**src/rtl/clk_rst_pkg.sv**
```systemverilog
// Shared constants for the clock/reset top: tick channel limits and the
// standard divide values for a 100 MHz us -> ms -> s -> min timebase.
package clk_rst_pkg;

    localparam int TICK_MAX_CH  = 8;
    localparam int TICK_CH_W    = 3;

    localparam int TICK_DIV_US  = 100;
    localparam int TICK_DIV_MS  = 1000;
    localparam int TICK_DIV_S   = 1000;
    localparam int TICK_DIV_MIN = 60;

endpackage

```
**src/rtl/tick_stage.sv**
```systemverilog
// One cascaded tick channel: period counter, active divide value and a
// shadow register that is only applied on a period boundary (or while held).
module tick_stage #(
    parameter int DIV_W   = 16,
    parameter int DEF_DIV = 1000
) (
    input  logic             clk_sys,
    input  logic             rst,
    input  logic             en,
    input  logic             sync_clr,
    input  logic             strobe_in,
    input  logic             cfg_sel,
    input  logic [DIV_W-1:0] cfg_div,
    output logic             wrap,
    output logic             pend
);

    localparam logic [DIV_W-1:0] DIV_ONE = DIV_W'(1);
    localparam logic [DIV_W-1:0] DIV_RST = DIV_W'(DEF_DIV);

    logic [DIV_W-1:0] cnt_r;
    logic [DIV_W-1:0] div_r;
    logic [DIV_W-1:0] shd_r;
    logic             pend_r;
    logic [DIV_W-1:0] new_div_s;
    logic             wrap_s;

    // Clamp the written divide to 1 and detect the terminal count; >= keeps a
    // shrunken divide applied during hold from running off to full scale.
    always_comb begin
        if (cfg_div == {DIV_W{1'b0}}) begin
            new_div_s = DIV_ONE;
        end else begin
            new_div_s = cfg_div;
        end
        wrap_s = strobe_in & (cnt_r >= (div_r - DIV_ONE));
    end

    assign wrap = wrap_s;
    assign pend = pend_r;

    // Period counter plus shadow/active divide handover.
    always_ff @(posedge clk_sys) begin
        if (rst) begin
            cnt_r  <= {DIV_W{1'b0}};
            div_r  <= DIV_RST;
            shd_r  <= DIV_RST;
            pend_r <= 1'b0;
        end else if (sync_clr) begin
            cnt_r  <= {DIV_W{1'b0}};
            div_r  <= pend_r ? shd_r : div_r;
            pend_r <= 1'b0;
        end else begin
            if (wrap_s) begin
                cnt_r <= {DIV_W{1'b0}};
            end else if (strobe_in) begin
                cnt_r <= cnt_r + DIV_ONE;
            end else begin
                cnt_r <= cnt_r;
            end

            if (cfg_sel && wrap_s) begin
                div_r  <= new_div_s;
                shd_r  <= new_div_s;
                pend_r <= 1'b0;
            end else if (cfg_sel) begin
                shd_r  <= new_div_s;
                pend_r <= 1'b1;
            end else if (pend_r && (wrap_s || !en)) begin
                div_r  <= shd_r;
                pend_r <= 1'b0;
            end else begin
                pend_r <= pend_r;
            end
        end
    end

endmodule

```
**src/rtl/tick_gen_multi.sv**
```systemverilog
// System timebase: base prescaler producing pluse_us and NUM_CH cascaded,
// runtime-programmable tick channels with registered strobe outputs.
module tick_gen_multi
    import clk_rst_pkg::*;
#(
    parameter int CLK_DIV = 100,
    parameter int NUM_CH  = 3,
    parameter int DIV_W   = 16,
    parameter int DEF_DIV = 1000
) (
    input  logic                 clk_sys,
    input  logic                 rst,
    input  logic                 en,
    input  logic                 sync_clr,
    input  logic                 cfg_wr,
    input  logic [TICK_CH_W-1:0] cfg_ch,
    input  logic [DIV_W-1:0]     cfg_div,
    output logic                 cfg_err,
    output logic [NUM_CH-1:0]    cfg_pend,
    output logic                 pluse_us,
    output logic [NUM_CH-1:0]    tick
);

    localparam int BASE_W = $clog2(CLK_DIV);
    localparam logic [BASE_W-1:0]    BASE_LAST = BASE_W'(CLK_DIV - 1);
    localparam logic [BASE_W-1:0]    BASE_ONE  = BASE_W'(1);
    localparam logic [TICK_CH_W:0]   CH_LIMIT  = (TICK_CH_W + 1)'(NUM_CH);

    logic [BASE_W-1:0] base_cnt_r;
    logic              base_wrap_s;
    logic              cfg_ok_s;
    logic [NUM_CH-1:0] cfg_sel_s;
    logic [NUM_CH-1:0] ch_wrap_s;
    logic [NUM_CH-1:0] pend_s;

    // Base terminal count and channel-select decode of the config write.
    always_comb begin
        base_wrap_s = en & (base_cnt_r == BASE_LAST);
        cfg_ok_s    = cfg_wr & ({1'b0, cfg_ch} < CH_LIMIT);
        for (int k = 0; k < NUM_CH; k++) begin
            cfg_sel_s[k] = cfg_ok_s & (cfg_ch == TICK_CH_W'(k));
        end
    end

    for (genvar k = 0; k < NUM_CH; k++) begin : g_ch
        logic strobe_in_s;
        if (k == 0) begin : g_first
            assign strobe_in_s = base_wrap_s;
        end else begin : g_next
            assign strobe_in_s = ch_wrap_s[k-1];
        end

        tick_stage #(
            .DIV_W   (DIV_W),
            .DEF_DIV (DEF_DIV)
        ) u_stage (
            .clk_sys   (clk_sys),
            .rst       (rst),
            .en        (en),
            .sync_clr  (sync_clr),
            .strobe_in (strobe_in_s),
            .cfg_sel   (cfg_sel_s[k]),
            .cfg_div   (cfg_div),
            .wrap      (ch_wrap_s[k]),
            .pend      (pend_s[k])
        );
    end

    assign cfg_pend = pend_s;

    // Base prescaler and registered strobe/error outputs; a phase clear
    // suppresses any strobe that would have fired on that cycle.
    always_ff @(posedge clk_sys) begin
        if (rst) begin
            base_cnt_r <= {BASE_W{1'b0}};
            pluse_us   <= 1'b0;
            tick       <= {NUM_CH{1'b0}};
            cfg_err    <= 1'b0;
        end else if (sync_clr) begin
            base_cnt_r <= {BASE_W{1'b0}};
            pluse_us   <= 1'b0;
            tick       <= {NUM_CH{1'b0}};
            cfg_err    <= 1'b0;
        end else begin
            if (base_wrap_s) begin
                base_cnt_r <= {BASE_W{1'b0}};
            end else if (en) begin
                base_cnt_r <= base_cnt_r + BASE_ONE;
            end else begin
                base_cnt_r <= base_cnt_r;
            end
            pluse_us <= base_wrap_s;
            tick     <= ch_wrap_s;
            cfg_err  <= cfg_wr & ~cfg_ok_s;
        end
    end

endmodule

```
**config.mk**
```make
export PLATFORM = sky130hd
export DESIGN_NAME = tick_gen_multi
export DESIGN_NICKNAME = d
export VERILOG_FILES = /design/src/rtl/clk_rst_pkg.sv /design/src/rtl/tick_stage.sv /design/src/rtl/tick_gen_multi.sv
export SDC_FILE = /design/constraint.sdc
export NUM_CORES = 1
export LEC_CHECK = 0
export ABC_AREA = 0
export CAP_MARGIN = 30
export CORE_MARGIN = 1.5
export CORE_UTILIZATION = 45
export CTS_CLUSTER_DIAMETER = 60
export DETAILED_ROUTE_END_ITERATION = 10
export GPL_TIMING_DRIVEN = 0
export PLACE_DENSITY = 0.66
export SETUP_SLACK_MARGIN = 0.5
export SLEW_MARGIN = 20
export SYNTH_ARGS = -nofsm -noshare
export SYNTH_HDL_FRONTEND = slang
export SYNTH_SLANG_ARGS = --single-unit
```
**constraint.sdc**
```tcl
create_clock -name clk_sys -period 6.7 [get_ports clk_sys]
set_input_delay 1.005 -clock clk_sys [delete_from_list [all_inputs] [get_ports clk_sys]]
set_output_delay 1.005 -clock clk_sys [all_outputs]
set_load 0.02 [all_outputs]
```
Yosys cells after proc, flatten, opt, wreduce, memory -nomap -nowiden
Cells that the tools add are included.
{"block": "totals", "ff_bits": 159, "latchBits": 0, "ramBits": 0, "romBits": 0, "input_bits": 24, "out_inout_bits": 8, "word_cells": 110, "n_memories": 0}
{"block": "op_classes", "addsub": 7, "n_mul": 0, "div_mod_pow": 0, "n_lt_le_gt_ge": 4, "n_eq_ne": 9, "n_shift": 0, "muxes": 28, "bitwise": 11, "reduce_logical": 35}
{"operator": "$mux 16", "n": 22}
{"operator": "$add 16x1->16 const B", "n": 3}
{"operator": "$ge 16x16->1", "n": 3}
{"operator": "$sub 16x1->16 const B", "n": 3}
{"operator": "$reduce_or 3->1", "n": 7}
{"operator": "$logic_not 16->1", "n": 1}
{"operator": "$reduce_bool 2->1", "n": 6}
{"operator": "$and 1x1->1", "n": 9}
{"operator": "$ne 3x3->1 const B", "n": 3}
{"operator": "$reduce_and 3->1", "n": 3}
{"operator": "$reduce_bool 3->1", "n": 3}
{"operator": "$add 7x1->7 const B", "n": 1}
{"operator": "$eq 7x7->1 const B", "n": 1}
{"operator": "$logic_and 1x1->1", "n": 6}
{"operator": "$mux 1", "n": 6}
{"operator": "$ne 2x1->1 const B", "n": 3}
{"operator": "$reduce_and 2->1", "n": 3}
{"operator": "$eq 3x1->1 const B", "n": 1}
{"operator": "$eq 3x2->1 const B", "n": 1}
{"operator": "$logic_not 3->1", "n": 1}
{"operator": "$logic_or 1x1->1", "n": 3}
{"operator": "$lt 3x2->1 const B", "n": 1}
{"operator": "$not 1->1", "n": 2}
{"operator": "$reduce_or 2->1", "n": 1}
{"operator": "$logic_not 1->1", "n": 1}

Longest topological paths before layout
Gate-level depths: netlist (run 1).
{"block": "depth", "depth_word": 11, "mapped_depth": 16, "ltp_nobuf": 15}

Cells and area by module
From an unflattened synthesis (run 1), not the netlist that was laid out.
{"block": "hier_totals", "hier_cells": 1015, "hier_area_um2": 8773.4}
{"module": "tick_stage (g_ch[0].u_stage ...)", "n_inst": 2, "cells_each": 314, "area_per_inst_um2": 2677.6, "seq_area_each_um2": 980.9}
{"module": "tick_stage (g_ch[1].u_stage)", "n_inst": 1, "cells_each": 332, "area_per_inst_um2": 2839.0, "seq_area_each_um2": 980.9}
{"module": "tick_gen_multi", "n_inst": 1, "cells_each": 55, "area_per_inst_um2": 579.3, "seq_area_each_um2": 240.2}

Least setup slack after synthesis (run 1)
OpenSTA, ideal clock, no wires.
{"block": "synth_timing", "path_type": "reg-to-reg", "startpoint": "register g_ch[0].u_stage.div_r[2]", "endpoint": "register g_ch[2].u_stage.div_r[0]", "setup_time_ns": 0.117, "arrival_ns": 3.660, "t_required_ns": 6.583, "setup_slack_ns": 2.923, "stages_incl_launch_ff": 17, "n_path_buf": 1, "synth_period_minus_slack_ns": 3.777, "cell_sequence": "dfxtp_1 nor3_1 nand2b_1 nor4_1 nand2_1 or2_2 nor4_1 xnor2_1 ha_1 nand4_1 nor3_2 a311oi_4 a21o_4 a2111oi_2 buf_2 nor2_2 a32o_1"}
{"block": "synth_via", "elab_chain_cells": 9, "word_cells_on_any_way": 13, "cone_classes": "1 x add/sub; 1 x order compare; 1 x eq/ne; 2 x mux; 3 x bitwise; 5 x reduce/logical"}
{"item": "start, declared", "line_no": "tick_stage.sv:22", "text": "logic [DIV_W-1:0] div_r;"}
{"item": "start signal, assigned", "line_no": "tick_stage.sv:51", "text": "div_r <= pend_r ? shd_r : div_r;"}
{"item": "start signal, assigned", "line_no": "tick_stage.sv:63", "text": "div_r <= new_div_s;"}
{"item": "start signal, assigned", "line_no": "tick_stage.sv:70", "text": "div_r <= shd_r;"}
{"item": "$sub 16x1->16 (*)", "line_no": "tick_stage.sv:36", "text": "wrap_s = strobe_in & (cnt_r >= (div_r - DIV_ONE));"}
{"item": "$ge 16x16->1 (*)", "line_no": "tick_stage.sv:36"}
{"item": "$and 1x1->1 (*) (3 in series)", "line_no": "tick_stage.sv:36"}
{"item": "$logic_or 1x1->1", "line_no": "tick_stage.sv:69", "text": "end else if (pend_r && (wrap_s || !en)) begin"}
{"item": "$logic_and 1x1->1", "line_no": "tick_stage.sv:69"}
{"item": "$reduce_bool 3->1 (no source line)"}
{"item": "$reduce_and 3->1 (no source line)"}
{"item": "end signal, assigned", "line_no": "tick_stage.sv:51"}
{"item": "end signal, assigned", "line_no": "tick_stage.sv:63"}
{"item": "end signal, assigned", "line_no": "tick_stage.sv:70"}
{"item": "end, declared", "line_no": "tick_stage.sv:22"}
Mark *: on every way between the ends. The rest lies on a longest branch, timed or not.
A chain may end at the register's enable or synchronous reset.

Worst setup path in the final report (run 1)
{"block": "layout_timing", "startpoint": "register g_ch[0].u_stage.div_r[3]", "endpoint": "register g_ch[2].u_stage.cnt_r[15]"}
{"block": "layout_via", "elab_chain_cells": 6}
{"item": "$sub 16x1->16 (*)", "line_no": "tick_stage.sv:36"}
{"item": "$ge 16x16->1 (*)", "line_no": "tick_stage.sv:36"}
{"item": "$and 1x1->1 (*) (2 in series)", "line_no": "tick_stage.sv:36"}
{"item": "$and 1x1->1", "line_no": "tick_stage.sv:36"}
{"item": "$reduce_or 3->1 (no source line)"}
{"item": "end signal, assigned", "line_no": "tick_stage.sv:45", "text": "cnt_r <= {DIV_W{1'b0}};"}
{"item": "end signal, assigned", "line_no": "tick_stage.sv:50", "text": "cnt_r <= {DIV_W{1'b0}};"}
{"item": "end signal, assigned", "line_no": "tick_stage.sv:55", "text": "cnt_r <= {DIV_W{1'b0}};"}
{"item": "end, declared", "line_no": "tick_stage.sv:21", "text": "logic [DIV_W-1:0] cnt_r;"}
Marked as above.

==> results.cfg, run 1 <==
[sta]
fmax_ghz = 0.224
maxSlewHeadroom = 0.478
worst_pin_slew_ns = 0.772
fin_setup_tns_ns = 0
finClkSkew_ns = 0.0174
rsz0062_at_grt = no
hold_viol = 0
worst_slack_ns = 2.23
min_period_over_period = 0.666
min_period_ns = 4.47
setup_viol = 0
report.final.slew_viol_count = 0

[floorplan]
num_io_pins = 32
design.die.area_um2 = 19900
dieHeight_um = 141
initial_core_util = 0.458
fp.coreArea_um2 = 18700
die_w_um = 141
rows = 50

[pwr]
p_per_area_nw_per_um2 = 207
leakagePower_nw = 3.75
ir_worst_vdd_uv = 213
power_mw = 2.02

[finish]
fillCellCount = 1699
area_growth_pct = 13.8
seqCellArea_um2 = 3180
diodes = 0
multi_input_area_um2 = 5110
drive_gt1_frac = 0.0731
nNetsFinal = 1119

[critical_path]
crit_path_end_kind = register
r2r-start = g_ch[0].u_stage.div_r[3]
worstSetupPathType = register to register
critPathLaunchType = register
regToRegSetupSlack_ns = 2.23
crit_fanout = 10
worst_ep_required_time_ns = 7.01
cp.arrival_ns = 4.77
r2r_end = g_ch[2].u_stage.cnt_r[15]
r2r_cells = 16

[global_route]
first_global_vias = 6573
overflow = 0
grt_pass1_wl_um = 33900
grt_max_degree = 17
grt_usage = 0.216
antenna_found_initial = 0

[yosys]
synth_area_um2 = 8580
synthArstFlopShare = 0
syn_nets = 1068
synth_edf_count = 0
synth_common_cells = dfxtp_1, nand2_1, nor2_1
synth_top_area_frac = 0.371
synth_area_leaders = dfxtp_1, ha_1, nand2_1
yosysMostFrequentCell = dfxtp_1
ys.warnings.count = 0
ys_seq_area_frac = 0.371
syn_inst = 989
yosys.area.top_type = dfxtp_1
ys_types = 69
synth.avg_cell_area_um2 = 8.67
ys.flop_type = dfxtp_1
synth-seq-cells = 159

[route]
avgViaCountPerCell = 5.52
dr_wl_met3_um = 824
first_pass_iters = 5
routed.top_layer = met4
routed_wl_um = 20700
drtAntennaViolNets = 0
drc_errors = 0
drt_iter0_drc = 409
post_drt_wl_per_cell_um = 16.1
wl_met1_um = 10600
met2_length_um = 9010
vias = 7105

[cts]
ctsResizeCount = 0
h-tree-depth = 4
root_buffer = clkbuf_16
post_cts_buffers = 0
cts.sink_count = 159
cts_made_buffers = 17
clock_latency_ns = 0.44
clock_path_buffers = 2
ctsHoldBuffers = 0
clkTransAtPathRegs_ns = 0.07
cts_tree = yes

[worst_hold_path]
holdPathStages = 2
hp-start = g_ch[0].u_stage.shd_r[11]
hold_end = g_ch[0].u_stage.shd_r[11]
hp-class = register to register

[placement]
gp_congestion = 0.828
place_ws_ns = 2.25
hpwlAfterDp_um = 15200
port_buffers = 31

[flow_run]
maxCapViolations = 0

[run_status]
outcome = finished clean
==> power by group <==
part | internal, mW | switching [mW] | total (mW)
Combinational | 0.0346 | 0.0588 | 0.0934
Clock | 0.525 | 0.439 | 0.964
Sequential | 0.953 | 0.00659 | 0.960
Total | 1.51 | 0.504 | 2.02
==> worst max-delay path: stages (launching register included) <==
cell	delay [ns]
dfxtp_1	0.37
nor3_1	0.24
nand2b_1	0.14
nor4_1	0.27
nand2_1	0.13
or2_2	0.31
nor4_1	0.24
xnor2_1	0.13
ha_1	0.30
nand4_1	0.16
nor3_2	0.34
a311oi_4	0.24
a21oi_4	0.39
o21ai_2	0.21
o21ai_2	0.42
buf_2	0.35
a21oi_1	0.08
==> metrics by stage <==
step / hold slack (ns) / std cells / util / instance area, um2
after floorplan: 0.436 / 989 / - / 8580
after global placement: 0.441 / 1254 / 0.491 / 9180
after detailed placement: 0.446 / 1254 / 0.491 / 9180
after CTS: 0.455 / 1286 / 0.521 / 9750
after global routing: 0.471 / 1287 / 0.522 / 9760
final: 0.454 / 1287 / 0.522 / 9760
==> cell families after synthesis <==
group                    Yosys count  synth area share
AND/OR/NAND/NOR                  398             0.220
AO/OA/AOI/OAI                    182             0.149
flip-flops                       159             0.371
XOR/XNOR                          81            0.0827
buffers and inverters             60            0.0334
adder cells (fa/ha/maj)           55            0.0802
multiplexers                      54            0.0639
==> cells in the final DEF, fill, tap and decap left out, types with 5 or more instances in the layout <==
master             n
a211oi_1          15
clkbuf_16         17
nand2_1          138
inv_1             15
xor2_1            39
nor2b_1            5
dfxtp_1          159
or3_1             14
o31ai_1           19
and2_1             6
a22oi_1           11
nand3_1           38
inv_6              6
nor4_1            12
mux2i_1           48
clkdlybuf4s50_1   31
nor2_1           101
nand2b_1           9
and3_1             9
o21a_1             7
or4_1              7
o21ai_0           18
ha_1              55
nor3_1            18
xnor2_1           42
and4_1             6
nand4_1           21
buf_2             10
clkbuf_1          24
a21oi_1           75
mux2_2             6
==> worst max path at each step <==
| stage | start | end | slack [ns] |
|---|---|---|---|
| after CTS | g_ch[0].u_stage.div_r[3] | g_ch[2].u_stage.cnt_r[15] | 2.23 |
| final | g_ch[0].u_stage.div_r[3] | g_ch[2].u_stage.cnt_r[15] | 2.23 |
| after floorplan | g_ch[0].u_stage.div_r[2] | g_ch[2].u_stage.div_r[0] | 2.92 |
| after global placement | g_ch[0].u_stage.div_r[3] | g_ch[2].u_stage.pend | 2.30 |
| after detailed placement | g_ch[0].u_stage.div_r[3] | g_ch[2].u_stage.cnt_r[15] | 2.25 |
| after global routing | g_ch[0].u_stage.div_r[3] | g_ch[2].u_stage.cnt_r[15] | 1.91 |
==> sequential cells by signal, indices dropped and copies added (netlist names) <==
register	flops
base_cnt_r	7
cfg_err	1
g_ch.u_stage.cnt_r	48
g_ch.u_stage.div_r	48
g_ch.u_stage.pend	3
g_ch.u_stage.shd_r	48
pluse_us	1
tick	3
==> metal layers <==
layer,track usage,vias up
li1,-,3622
met2,0.331,137
met4,0.0663,0
met5,0,-
met1,0.308,3325
met3,0.0384,21
==> area by class of cell <==
cell class	instances	share of cell area
buffer	44	0.0232
clock buffer	17	0.0436
clock inverter	15	0.0154
inverter	16	0.00615
multi-input combinational	770	0.523
sequential	159	0.326
tap	234	0.0300
timing repair buffer	32	0.0323
No activity file was read; power rests on OpenSTA's default activity.
==> run 2, diff against run 1 <==
Clock period 6.7 ns to 4.6 ns, I/O delays scaled along.
==> results.cfg, run 2 (synthesized netlist as in run 1, its figures left out) <==
[floorplan]
die_w_um = 141
design.die.area_um2 = 19900
num_io_pins = 32
fp.coreArea_um2 = 18700
dieHeight_um = 141
rows = 50
initial_core_util = 0.458

[sta]
min_period_over_period = 0.859
report.final.slew_viol_count = 0
whs_ns = 0.454
rsz0062_at_grt = yes
finClkSkew_ns = 0.0198
worst_slack_ns = 0.647
fmax_ghz = 0.253
maxSlewHeadroom = 0.477
min_period_ns = 3.95
hold_viol = 0
worst_pin_slew_ns = 0.773
fin_setup_tns_ns = 0
setup_viol = 0

[route]
drtAntennaViolNets = 0
first_pass_iters = 4
vias = 7198
routed_wl_um = 21000
drt_iter0_drc = 358
drc_errors = 0
avgViaCountPerCell = 5.52
post_drt_wl_per_cell_um = 16.1

[global_route]
antenna_found_initial = 0
grt_max_degree = 17
grt_usage = 0.217
grt_pass1_wl_um = 34200
overflow = 0
first_global_vias = 6643

[cts]
cts.sink_count = 159
cts_tree = yes
root_buffer = clkbuf_16
cts_made_buffers = 17
h-tree-depth = 4
clock_path_buffers = 2
ctsHoldBuffers = 0
clock_latency_ns = 0.44
clkTransAtPathRegs_ns = 0.07

[critical_path]
crit_path_end_kind = register
critPathLaunchType = register
cp.arrival_ns = 4.27
worst_ep_required_time_ns = 4.92
worstSetupPathType = register to register
regToRegSetupSlack_ns = 0.65
crit_fanout = 10

[finish]
drive_gt1_frac = 0.0963
fin_area_um2 = 10000
diodes = 0
layout_commonest_cell = dfxtp_1
final_cells = 1304
reg_top3 = g_ch.u_stage.cnt_r x48, g_ch.u_stage.div_r x48, g_ch.u_stage.shd_r x48
finish.utilization = 0.536
area_growth_pct = 16.8
final_cell_mix = dfxtp_1, nand2_1, nor2_1
nNetsFinal = 1136
fillCellCount = 1670

[placement]
port_buffers = 31
hpwlAfterDp_um = 15200
gp_congestion = 0.828
dpl_cell_area_um2 = 9180
place_ws_ns = 0.145
dp.cells = 1254

[pwr]
p_per_area_nw_per_um2 = 293
leakagePower_nw = 3.84
power_mw = 2.94
ir_worst_vdd_uv = 310

[run_status]
outcome = finished clean

[worst_hold_path]
hp-class = register to register

[flow_run]
maxCapViolations = 0
## run 2: final cells by class
cell class,instances,area [um2],area share
flip-flops and latches,159,3180,0.318
multi-input cells,770,5190,0.518
repair buffers,49,472,0.0471
well taps,234,293,0.0292
inverters,16,60.1,0.00599
clock inverters,15,150,0.0150
plain buffers,44,241,0.0241
clock buffers,17,425,0.0425
## run 2: critical path, cell delays in order (launching register included)
cell and delay [ns]:
dfxtp_1 0.38, nor3_2 0.20, nand2b_1 0.12, nor4_2 0.20
nand2_1 0.12, or2_2 0.34, nor3_2 0.19, xnor2_1 0.10
ha_1 0.29, nand4_1 0.18, nor3_4 0.30, a2bb2oi_2 0.20
a21o_4 0.30, a2111oi_4 0.31, buf_4 0.25, nor2_2 0.10
a32o_1 0.25
## run 2: path summary, 6_finish.rpt
kind,startpoint,endpoint,cells after the start
worst max-delay path,g_ch[0].u_stage.div_r[3],g_ch[2].u_stage.div_r[0],16
worst min register to register,g_ch[0].u_stage.shd_r[11],g_ch[0].u_stage.shd_r[11],2
worst max register to register,g_ch[0].u_stage.div_r[3],g_ch[2].u_stage.div_r[0],16
worst min-delay path,g_ch[0].u_stage.shd_r[11],g_ch[0].u_stage.shd_r[11],2
## run 2: metal layers
layer	GRT usage	up-vias	routed length, um
li1	-	3667	-
met1	0.311	3388	10800
met2	0.332	123	9160
met3	0.0397	20	799
met4	0.0669	0	280
met5	0	-	0
## run 2: what timing repair did
action                                  CTS  global route
endpoints found under the setup margin   67            82
gates cloned                              0             1
setup buffers                             6            10
pin swaps                                 5             6
gates resized for setup                  11            12
## run 2: where the power goes
part	switching, mW	leakage, nW	total, mW	internal, mW
Sequential	0.0102	1.28	1.40	1.39
Clock	0.637	0.281	1.40	0.764
Combinational	0.0875	2.28	0.139	0.0517
